<file path="src/rtl/instr_fetch_unit_if.sv">
// Bus bundle for instr_fetch_unit: PC control, instruction memory and decoder handshakes.
// master = fetch unit side, slave = PC / memory / decoder side.
interface instr_fetch_unit_if #(
    parameter int unsigned DATA_WIDTH = 16,
    parameter int unsigned ADDR_WIDTH = 16
) ();
    logic [ADDR_WIDTH-1:0] pc;
    logic                  pc_inc;
    logic                  pc_load;
    logic [ADDR_WIDTH-1:0] pc_load_val;
    logic                  branch_req;
    logic [ADDR_WIDTH-1:0] branch_target;
    logic                  mem_req;
    logic [ADDR_WIDTH-1:0] mem_addr;
    logic                  mem_ack;
    logic [DATA_WIDTH-1:0] mem_rdata;
    logic [DATA_WIDTH-1:0] instr;
    logic [ADDR_WIDTH-1:0] instr_pc;
    logic                  instr_valid;
    logic                  instr_ready;
    logic                  fault;

    modport master (
        input  pc, branch_req, branch_target, mem_ack, mem_rdata, instr_ready,
        output pc_inc, pc_load, pc_load_val, mem_req, mem_addr, instr, instr_pc, instr_valid,
               fault
    );

    modport slave (
        output pc, branch_req, branch_target, mem_ack, mem_rdata, instr_ready,
        input  pc_inc, pc_load, pc_load_val, mem_req, mem_addr, instr, instr_pc, instr_valid,
               fault
    );
endinterface

</file>
<file path="src/rtl/instr_fetch_unit.sv">
// Instruction fetch: drives the PC, reads memory over req/ack, hands words to the decoder.
// Optional memory-wait timeout with sticky fault is enabled by defining FETCH_TIMEOUT_EN.
module instr_fetch_unit #(
    parameter int unsigned DATA_WIDTH     = 16,
    parameter int unsigned ADDR_WIDTH     = 16,
    parameter int unsigned TIMEOUT_CYCLES = 255
) (
    input logic               clk_i,
    input logic               reset_i,
    instr_fetch_unit_if.master bus_io
);
    typedef enum logic [2:0] {StIdle, StReq, StHold, StFlush, StSettle, StFault} state_e;

    state_e                state_q, state_d;
    logic                  pc_inc_q, pc_inc_d;
    logic                  pc_load_q, pc_load_d;
    logic [ADDR_WIDTH-1:0] pc_load_val_q, pc_load_val_d;
    logic [DATA_WIDTH-1:0] instr_q, instr_d;
    logic [ADDR_WIDTH-1:0] instr_pc_q, instr_pc_d;
    logic                  instr_valid_q, instr_valid_d;
    logic [ADDR_WIDTH-1:0] req_addr_q, req_addr_d;
    logic                  mem_req;
    logic                  waiting;

`ifdef FETCH_TIMEOUT_EN
    localparam int unsigned CntW = $clog2(TIMEOUT_CYCLES + 1);
    logic [CntW-1:0] tmo_cnt_q, tmo_cnt_d;
    logic            fault_q, fault_d;
    logic            timeout;
`else
    logic unused_timeout;
    assign unused_timeout = ^TIMEOUT_CYCLES;
`endif

    assign mem_req = (state_q == StReq) || (state_q == StFlush);
    assign waiting = mem_req && !bus_io.mem_ack;

`ifdef FETCH_TIMEOUT_EN
    assign timeout = waiting && (tmo_cnt_q == CntW'(TIMEOUT_CYCLES - 1));
`endif

    always_comb begin
        state_d       = state_q;
        pc_inc_d      = 1'b0;
        pc_load_d     = 1'b0;
        pc_load_val_d = pc_load_val_q;
        instr_d       = instr_q;
        instr_pc_d    = instr_pc_q;
        instr_valid_d = instr_valid_q;
        req_addr_d    = req_addr_q;
`ifdef FETCH_TIMEOUT_EN
        tmo_cnt_d     = waiting ? tmo_cnt_q + CntW'(1) : '0;
        fault_d       = fault_q;
`endif
        if (state_q == StReq) begin
            req_addr_d = bus_io.pc;
        end

        // Branch wins over everything except a latched fault; an outstanding read must drain.
        if (bus_io.branch_req && state_q != StFault) begin
            pc_load_d     = 1'b1;
            pc_load_val_d = bus_io.branch_target;
            instr_valid_d = 1'b0;
            state_d       = waiting ? StFlush : StSettle;
`ifdef FETCH_TIMEOUT_EN
        end else if (timeout) begin
            fault_d = 1'b1;
            state_d = StFault;
`endif
        end else begin
            unique case (state_q)
                StIdle:   state_d = StReq;
                StReq: begin
                    if (bus_io.mem_ack) begin
                        instr_d       = bus_io.mem_rdata;
                        instr_pc_d    = bus_io.pc;
                        instr_valid_d = 1'b1;
                        pc_inc_d      = 1'b1;
                        state_d       = StHold;
                    end
                end
                StHold: begin
                    if (bus_io.instr_ready) begin
                        instr_valid_d = 1'b0;
                        state_d       = StReq;
                    end
                end
                StFlush: begin
                    if (bus_io.mem_ack) begin
                        state_d = StReq;
                    end
                end
                StSettle: state_d = StReq;
                StFault:  state_d = StFault;
                default:  state_d = StIdle;
            endcase
        end
    end

    always_ff @(posedge clk_i) begin
        if (reset_i) begin
            state_q       <= StIdle;
            pc_inc_q      <= 1'b0;
            pc_load_q     <= 1'b0;
            pc_load_val_q <= '0;
            instr_q       <= '0;
            instr_pc_q    <= '0;
            instr_valid_q <= 1'b0;
            req_addr_q    <= '0;
`ifdef FETCH_TIMEOUT_EN
            tmo_cnt_q     <= '0;
            fault_q       <= 1'b0;
`endif
        end else begin
            state_q       <= state_d;
            pc_inc_q      <= pc_inc_d;
            pc_load_q     <= pc_load_d;
            pc_load_val_q <= pc_load_val_d;
            instr_q       <= instr_d;
            instr_pc_q    <= instr_pc_d;
            instr_valid_q <= instr_valid_d;
            req_addr_q    <= req_addr_d;
`ifdef FETCH_TIMEOUT_EN
            tmo_cnt_q     <= tmo_cnt_d;
            fault_q       <= fault_d;
`endif
        end
    end

    assign bus_io.pc_inc      = pc_inc_q;
    assign bus_io.pc_load     = pc_load_q;
    assign bus_io.pc_load_val = pc_load_val_q;
    assign bus_io.mem_req     = mem_req;
    // FLUSH keeps the stale address: the PC has already moved to the branch target.
    assign bus_io.mem_addr    = (state_q == StFlush) ? req_addr_q : bus_io.pc;
    assign bus_io.instr       = instr_q;
    assign bus_io.instr_pc    = instr_pc_q;
    assign bus_io.instr_valid = instr_valid_q;
`ifdef FETCH_TIMEOUT_EN
    assign bus_io.fault       = fault_q;
`else
    assign bus_io.fault       = 1'b0;
`endif
endmodule

</file>
<file path="src/flat_wrapper.sv">
// flat-port wrapper written by rule: the top's interface ports become plain ports
module instr_fetch_unit_flat 
#(
    parameter int unsigned DATA_WIDTH     = 16,
    parameter int unsigned ADDR_WIDTH     = 16,
    parameter int unsigned TIMEOUT_CYCLES = 255
)
  (clk_i, reset_i, bus_io_pc, bus_io_branch_req, bus_io_branch_target, bus_io_mem_ack, bus_io_mem_rdata, bus_io_instr_ready, bus_io_pc_inc, bus_io_pc_load, bus_io_pc_load_val, bus_io_mem_req, bus_io_mem_addr, bus_io_instr, bus_io_instr_pc, bus_io_instr_valid, bus_io_fault);
  instr_fetch_unit_if #(.DATA_WIDTH(DATA_WIDTH), .ADDR_WIDTH(ADDR_WIDTH)) bus_io_i ();
  input logic clk_i;
  input logic reset_i;
  input wire logic [$bits(bus_io_i.pc)-1:0] bus_io_pc;
  input wire logic [$bits(bus_io_i.branch_req)-1:0] bus_io_branch_req;
  input wire logic [$bits(bus_io_i.branch_target)-1:0] bus_io_branch_target;
  input wire logic [$bits(bus_io_i.mem_ack)-1:0] bus_io_mem_ack;
  input wire logic [$bits(bus_io_i.mem_rdata)-1:0] bus_io_mem_rdata;
  input wire logic [$bits(bus_io_i.instr_ready)-1:0] bus_io_instr_ready;
  output wire logic [$bits(bus_io_i.pc_inc)-1:0] bus_io_pc_inc;
  output wire logic [$bits(bus_io_i.pc_load)-1:0] bus_io_pc_load;
  output wire logic [$bits(bus_io_i.pc_load_val)-1:0] bus_io_pc_load_val;
  output wire logic [$bits(bus_io_i.mem_req)-1:0] bus_io_mem_req;
  output wire logic [$bits(bus_io_i.mem_addr)-1:0] bus_io_mem_addr;
  output wire logic [$bits(bus_io_i.instr)-1:0] bus_io_instr;
  output wire logic [$bits(bus_io_i.instr_pc)-1:0] bus_io_instr_pc;
  output wire logic [$bits(bus_io_i.instr_valid)-1:0] bus_io_instr_valid;
  output wire logic [$bits(bus_io_i.fault)-1:0] bus_io_fault;
  assign bus_io_i.pc = bus_io_pc;
  assign bus_io_i.branch_req = bus_io_branch_req;
  assign bus_io_i.branch_target = bus_io_branch_target;
  assign bus_io_i.mem_ack = bus_io_mem_ack;
  assign bus_io_i.mem_rdata = bus_io_mem_rdata;
  assign bus_io_i.instr_ready = bus_io_instr_ready;
  assign bus_io_pc_inc = bus_io_i.pc_inc;
  assign bus_io_pc_load = bus_io_i.pc_load;
  assign bus_io_pc_load_val = bus_io_i.pc_load_val;
  assign bus_io_mem_req = bus_io_i.mem_req;
  assign bus_io_mem_addr = bus_io_i.mem_addr;
  assign bus_io_instr = bus_io_i.instr;
  assign bus_io_instr_pc = bus_io_i.instr_pc;
  assign bus_io_instr_valid = bus_io_i.instr_valid;
  assign bus_io_fault = bus_io_i.fault;
  instr_fetch_unit #(.DATA_WIDTH(DATA_WIDTH), .ADDR_WIDTH(ADDR_WIDTH), .TIMEOUT_CYCLES(TIMEOUT_CYCLES)) u_core (.clk_i(clk_i), .reset_i(reset_i), .bus_io(bus_io_i));
endmodule
</file>
<file path="config.mk">
export PLATFORM = sky130hd
export DESIGN_NAME = instr_fetch_unit_flat
export DESIGN_NICKNAME = d
export VERILOG_FILES = /design/src/rtl/instr_fetch_unit_if.sv /design/src/rtl/instr_fetch_unit.sv /design/src/flat_wrapper.sv
export SDC_FILE = /design/constraint.sdc
export NUM_CORES = 1
export LEC_CHECK = 0
export CAP_MARGIN = 10
export CORE_MARGIN = 2
export CORE_UTILIZATION = 25
export DETAILED_ROUTE_END_ITERATION = 10
export SLEW_MARGIN = 20
export SYNTH_ARGS = -nofsm -noshare
export SYNTH_HDL_FRONTEND = slang
export SYNTH_SLANG_ARGS = --single-unit
</file>
<file path="constraint.sdc">
create_clock -name clk_i -period 1.6 [get_ports clk_i]
set_input_delay 0.32 -clock clk_i [delete_from_list [all_inputs] [get_ports clk_i]]
set_output_delay 0.32 -clock clk_i [all_outputs]
set_load 0.02 [all_outputs]
</file>
======== Yosys cells after proc, flatten, opt, wreduce, memory -nomap -nowiden ========
Cells that the tools add are included.
cells by class
  reductions and logical operators ........ 12
  multiplexer cells ....................... 12
  bitwise gates (word level) .............. 2
  eq/ne operators ......................... 11
operators with widths
  kind                                                                    count
  16-bit two-way mux                                                      1
  3-bit two-way mux                                                       5
  3-bit case mux with 5 select lines                                      1
  3-bit != test (second input constant)                                   3
  3-bit AND reduction                                                     3
  3-bit by 2-bit equality test with 1-bit output (second input constant)  2
  3-bit equality test (second input constant)                             2
  1-bit two-way mux                                                       4
  2-bit != test (second input constant)                                   2
  2-bit OR reduction                                                      2
  3-bit by 1-bit equality test with 1-bit output (second input constant)  1
  3-bit zero test                                                         1
  3-bit by 2-bit != test with 1-bit output (second input constant)        1
  3-bit OR reduction                                                      1
  1-bit logical AND                                                       2
  1-bit inverter                                                          2
  1-bit case mux with 2 select lines                                      1
  2-bit nonzero test                                                      1
  1-bit zero test                                                         1
  1-bit logical OR                                                        1
word-level totals
  flip-flop bits (word level) ............. 70
  input bits .............................. 53
  output and inout bits ................... 69

======== Logic depth before layout (Yosys ltp) ========
  depth after elaboration ................. 5
  gate-level depth with buffers ........... 7

======== Worst setup path before layout ========
Ideal clock, no wire load.
  kind .................................... register to output
  start point ............................. register u_core.state_q[0]
  end point ............................... output bus_io_mem_addr[0]
  setup slack ............................. -343 ps
  buffers on the path ..................... 2
  stages on the path, launching flop included .. 6
  data required time ...................... 1280 ps
  arrival time ............................ 1623 ps
  cells stage by stage .................... dfxtp_1 > buf_2 > nor2b_1 > nand2_1 > buf_2 > mux2_2
on the way
  word-level cells in the longest chain between the ends .. 2
ends and longest elaborated chain
  item                                            line                     RTL
  from (decl)                                     instr_fetch_unit.sv:14   state_e state_q, state_d;
  from (signal assigned)                          instr_fetch_unit.sv:102  state_q <= StIdle;
  from (signal assigned)                          instr_fetch_unit.sv:115  state_q <= state_d;
  3-bit by 2-bit equality test with 1-bit output  instr_fetch_unit.sv:135  assign bus_io.mem_addr = (state_q == StFlush) ? req_addr_q : bus_io.pc;
  16-bit two-way mux                              instr_fetch_unit.sv:135
  to (decl)                                       flat_wrapper.sv:22       output wire logic [$bits(bus_io_i.mem_addr)-1:0] bus_io_mem_addr;
Every way passes these cells.

======== Final worst setup path ========
  start point ............................. register u_core.state_q[0]
  end point ............................... output bus_io_mem_addr[4]
The elaborated chain is that of the path after synthesis.

==> results.md <==
* Status: finished, violations left
* Failing checks: negative setup slack
* Finished Cell Area at just under 5000 um^2
* Worst vdd ir at between 300 and 400 uV
* Start of the worst register-to-register path: u_core.state_q[0]$_SDFFE_PP0P_
* Synth warn at 0
* CTS Buf Count at 9
* Crit path depth at 5
* Number of global-route vias before repair at about 2.6k
* Clk sinks at 70
* Post-layout worst setup margin at -0.214 ns
* First-pass GRT wire length at around 13 mm
* Die footprint at roughly 13000 um^2
* Sequential group share of total power at 0.402
* Final Critical Period at 1.81 ns
* Psw at 1130 uW
* Largest net degree at the start of global routing at 49
* TritonRoute pass-1 iters at 4
* Average cell area after synthesis at around 10 um^2
* H-tree depth at 3
* Fin. max-slew vios at 0
* Hold Startpoint: u_core.req_addr_q[4]$_SDFFE_PP0P_
* Initial drt markers at a little under 90
* Leakage at approximately 0.0023 uW
* Worst reg2reg path endpoint: u_core.bus_io.instr_pc[7]$_SDFFE_PP0P_
* Cell family with the largest share of critical-path delay: multiplexers
* Initial Util at 0.253
* Via count at approximately 2.6k
* Total track usage at 0.128
* Post-route DRC at 0
* Clock slew at reported path FFs at 0.06 ns
* Routed WL at between 8 and 9 mm
* Share of layout cells above drive strength 1 at 0.221
* Yosys reg bits at 70
* Clock power frac at 0.447
* Worst Skew at between 0.005 and 0.006 ns
* RSZ-0062 raised after global routing: yes
* Fmax at between 0.5 and 0.6 GHz
* Cell count after placement at 574
* Maximum Capacitance Violations at 0
* Max incr delay on CP at roughly 0.33 ns
* Hold path depth at 2
* Die H at about 110 um
* Period utilisation layout at 1.13
* Post-route ant nets at 0
* Hold Fails Final Rpt at 0
* Fillers at approximately 1.2k
* CP Capture Type: output pin
* Antenna violations before repair at 0
* Comb power frac at 0.151
* P&R area growth vs syn at 63.4%
* Crit path arrival time at around 1.5 ns
* Net count reported at finish at 501
* Die Wd at ~110 um
* Reg2reg setup slack at -0.13 ns
* Hold Crit Class: reg -> reg
* Yosys cell types at 27
* PortBufs at 120
* Cell Count, Final, Fillers Out at 600
* CP Cell Sequence: nor2b_4 -> nand2_4 -> buf_12 -> mux2_2 -> buf_2
* Power Internal at around 3500 uW
* Syn nets at ~350
* CTS tree: done
* Worst Setup Path Type: reg -> out
* Num ports at between 100 and 150
* Crit-path slowest cell: mux2_2
* Hold Path End: u_core.req_addr_q[4]$_SDFFE_PP0P_
* Post-DR wirelength/cell at ~14 um
* Seq/Total Area, Yosys at 0.466
* Reg2reg path depth at 7
* Synth Instances at between 300 and 400
* Placed cell area at about 4500 um^2
* # rows at 40
* Pwr/cell area at approximately 940 nW/um^2
* Register Area at around 1400 um^2
* Clk_lat worst skew at 0.32 ns
* Bufs on Longest Clock Path at 2
* Root Buffer: clkbuf_16
* Req. time, crit path at about 1.3 ns
* Crit start category: flop
* Bufs and invs on worst path at 2
* Multi-input gate area at around 1500 um^2
* Final setup violation count at 46
* Worst-path fanout max at 10
* Core area at approximately 12000 um^2
* Post-DP HPWL at roughly 5.5 mm
* Routability Congestion at ~0.7
* Inserted Diodes at 0
* Mapped Area at between 3000 and 4000 um^2
* Switching Share at 0.245
* Global route overflow at 0
* Vias per inst at roughly 4.4
[kinds of logic after synthesis]
family	count (synthesis)	share of synthesized area
AND/OR/NAND/NOR	112	0.210
flip-flops	70	0.466
other	1	0.00125
multiplexers	48	0.167
buffers and inverters	26	0.0591
AO/OA/AOI/OAI	44	0.0970
[cell usage in the layout (no fill, tap or decap), drive strengths merged, types with 14 or more instances in the layout]
cell type	synthesis	layout
buf	11	56
clkbuf	14	14
dlymetal6s2s	0	20
dfxtp	70	70
mux2	16	16
clkdlybuf4s50	0	51
dlygate4sd2	0	31
a21oi	19	19
nand2b	64	64
mux2i	32	32
a22o	16	16
nand2	34	34
[cell usage after synthesis]
master | n | area share
a21boi_0 | 1 | 0.0025
a21oi_1 | 18 | 0.030
a21oi_2 | 1 | 0.0029
a22o_1 | 16 | 0.047
a22oi_1 | 2 | 0.0050
and3_1 | 2 | 0.0042
and3b_1 | 1 | 0.0029
buf_12 | 3 | 0.020
buf_2 | 4 | 0.0067
buf_4 | 1 | 0.0025
buf_6 | 3 | 0.011
clkbuf_1 | 14 | 0.017
conb_1 | 1 | 0.0012
dfxtp_1 | 70 | 0.47
inv_1 | 1 | 0.0012
mux2_2 | 16 | 0.060
mux2i_1 | 32 | 0.11
nand2_1 | 34 | 0.042
nand2b_1 | 64 | 0.13
nand3b_1 | 1 | 0.0025
nor2_1 | 1 | 0.0012
nor2b_1 | 4 | 0.0083
nor3_1 | 1 | 0.0017
nor3b_2 | 2 | 0.0083
nor4_1 | 1 | 0.0021
o21ai_0 | 6 | 0.010
or3b_1 | 1 | 0.0029
[state kept, by name (all words and copies together) (netlist names)]
register / cells
u_core.bus_io.instr: 16
u_core.bus_io.instr_pc: 16
u_core.bus_io.instr_valid: 1
u_core.bus_io.pc_inc: 1
u_core.bus_io.pc_load: 1
u_core.bus_io.pc_load_val: 16
u_core.req_addr_q: 16
u_core.state_q: 3
[worst reg2reg max path, stage by stage, from the launching register on]
cell	delay (ns)
dfxtp_1	0.33
buf_4	0.15
or3b_4	0.40
nor3b_4	0.18
buf_6	0.17
buf_4	0.12
buf_6	0.13
mux2i_1	0.19
[power by group through the flow]
stage / Combinational, uW / Clock (uW) / Sequential [uW]
global placement: 705 / 0 / 1890
detailed placement: 716 / 0 / 1890
finish: 697 / 2060 / 1850
CTS: 687 / 2120 / 1860
global route: 753 / 2210 / 1860
floorplan: 293 / 0 / 1940
[worst max-delay path by stage]
stage / startpoint / end / slack [ns]
2_1_floorplan: u_core.state_q[1]$_SDFFE_PP0P_ / u_core.bus_io.instr[10]$_SDFFE_PP0P_ / -0.02
3_3_place_gp: bus_io_pc[10] / bus_io_mem_addr[10] / -0.34
3_5_place_dp: bus_io_pc[10] / bus_io_mem_addr[10] / -0.33
4_1_cts: u_core.state_q[0]$_SDFFE_PP0P_ / bus_io_mem_addr[3] / -0.24
5_1_grt: u_core.state_q[0]$_SDFFE_PP0P_ / bus_io_mem_addr[14] / -0.26
6_report: u_core.state_q[0]$_SDFFE_PP0P_ / bus_io_mem_addr[4] / -0.21
[metrics by stage]
| step | total power [uW] | TNS (ns) | hold WS [ns] | setup slack, ns | utilization |
|---|---|---|---|---|---|
| 6_report | 4610 | -4.74 | 0.455 | -0.214 | 0.414 |
| 5_1_grt | 4830 | -7.39 | 0.471 | -0.261 | 0.414 |
| 4_1_cts | 4670 | -6.97 | 0.455 | -0.236 | 0.402 |
| 3_5_place_dp | 2610 | -11.83 | 0.447 | -0.329 | 0.381 |
| 3_3_place_gp | 2600 | -10.71 | 0.439 | -0.343 | 0.381 |
| 2_1_floorplan | 2230 | -0.531 | 0.434 | -0.0177 | - |
[layer usage]
| metal | wire, um | vias up | GRT usage |
|---|---|---|---|
| met2 | 4050 | 73 | 0.207 |
| li1 | - | 1304 | - |
| met1 | 3690 | 1240 | 0.161 |
| met3 | 478 | 12 | 0.0345 |
| met4 | 156 | 0 | 0.0561 |
| met5 | 0 | - | 0 |
[final cells by class]
| type | instances | area share |
|---|---|---|
| repair buffers | 161 | 0.317 |
| multi-input cells | 205 | 0.295 |
| flip-flops and latches | 70 | 0.286 |
| clock buffers | 11 | 0.0515 |
| well taps | 147 | 0.0374 |
| clock inverters | 5 | 0.0117 |
| inverters | 1 | 0.000764 |
[repair_timing]
item,in CTS,in global routing
buffers inserted,4,2
resized for setup,106,29
pin swaps,2,1
endpoints found under the setup margin,80,85
endpoints found under the hold margin,0,0
hold buffers,0,0
gates cloned,1,3
(Power assumes the default switching activity.)
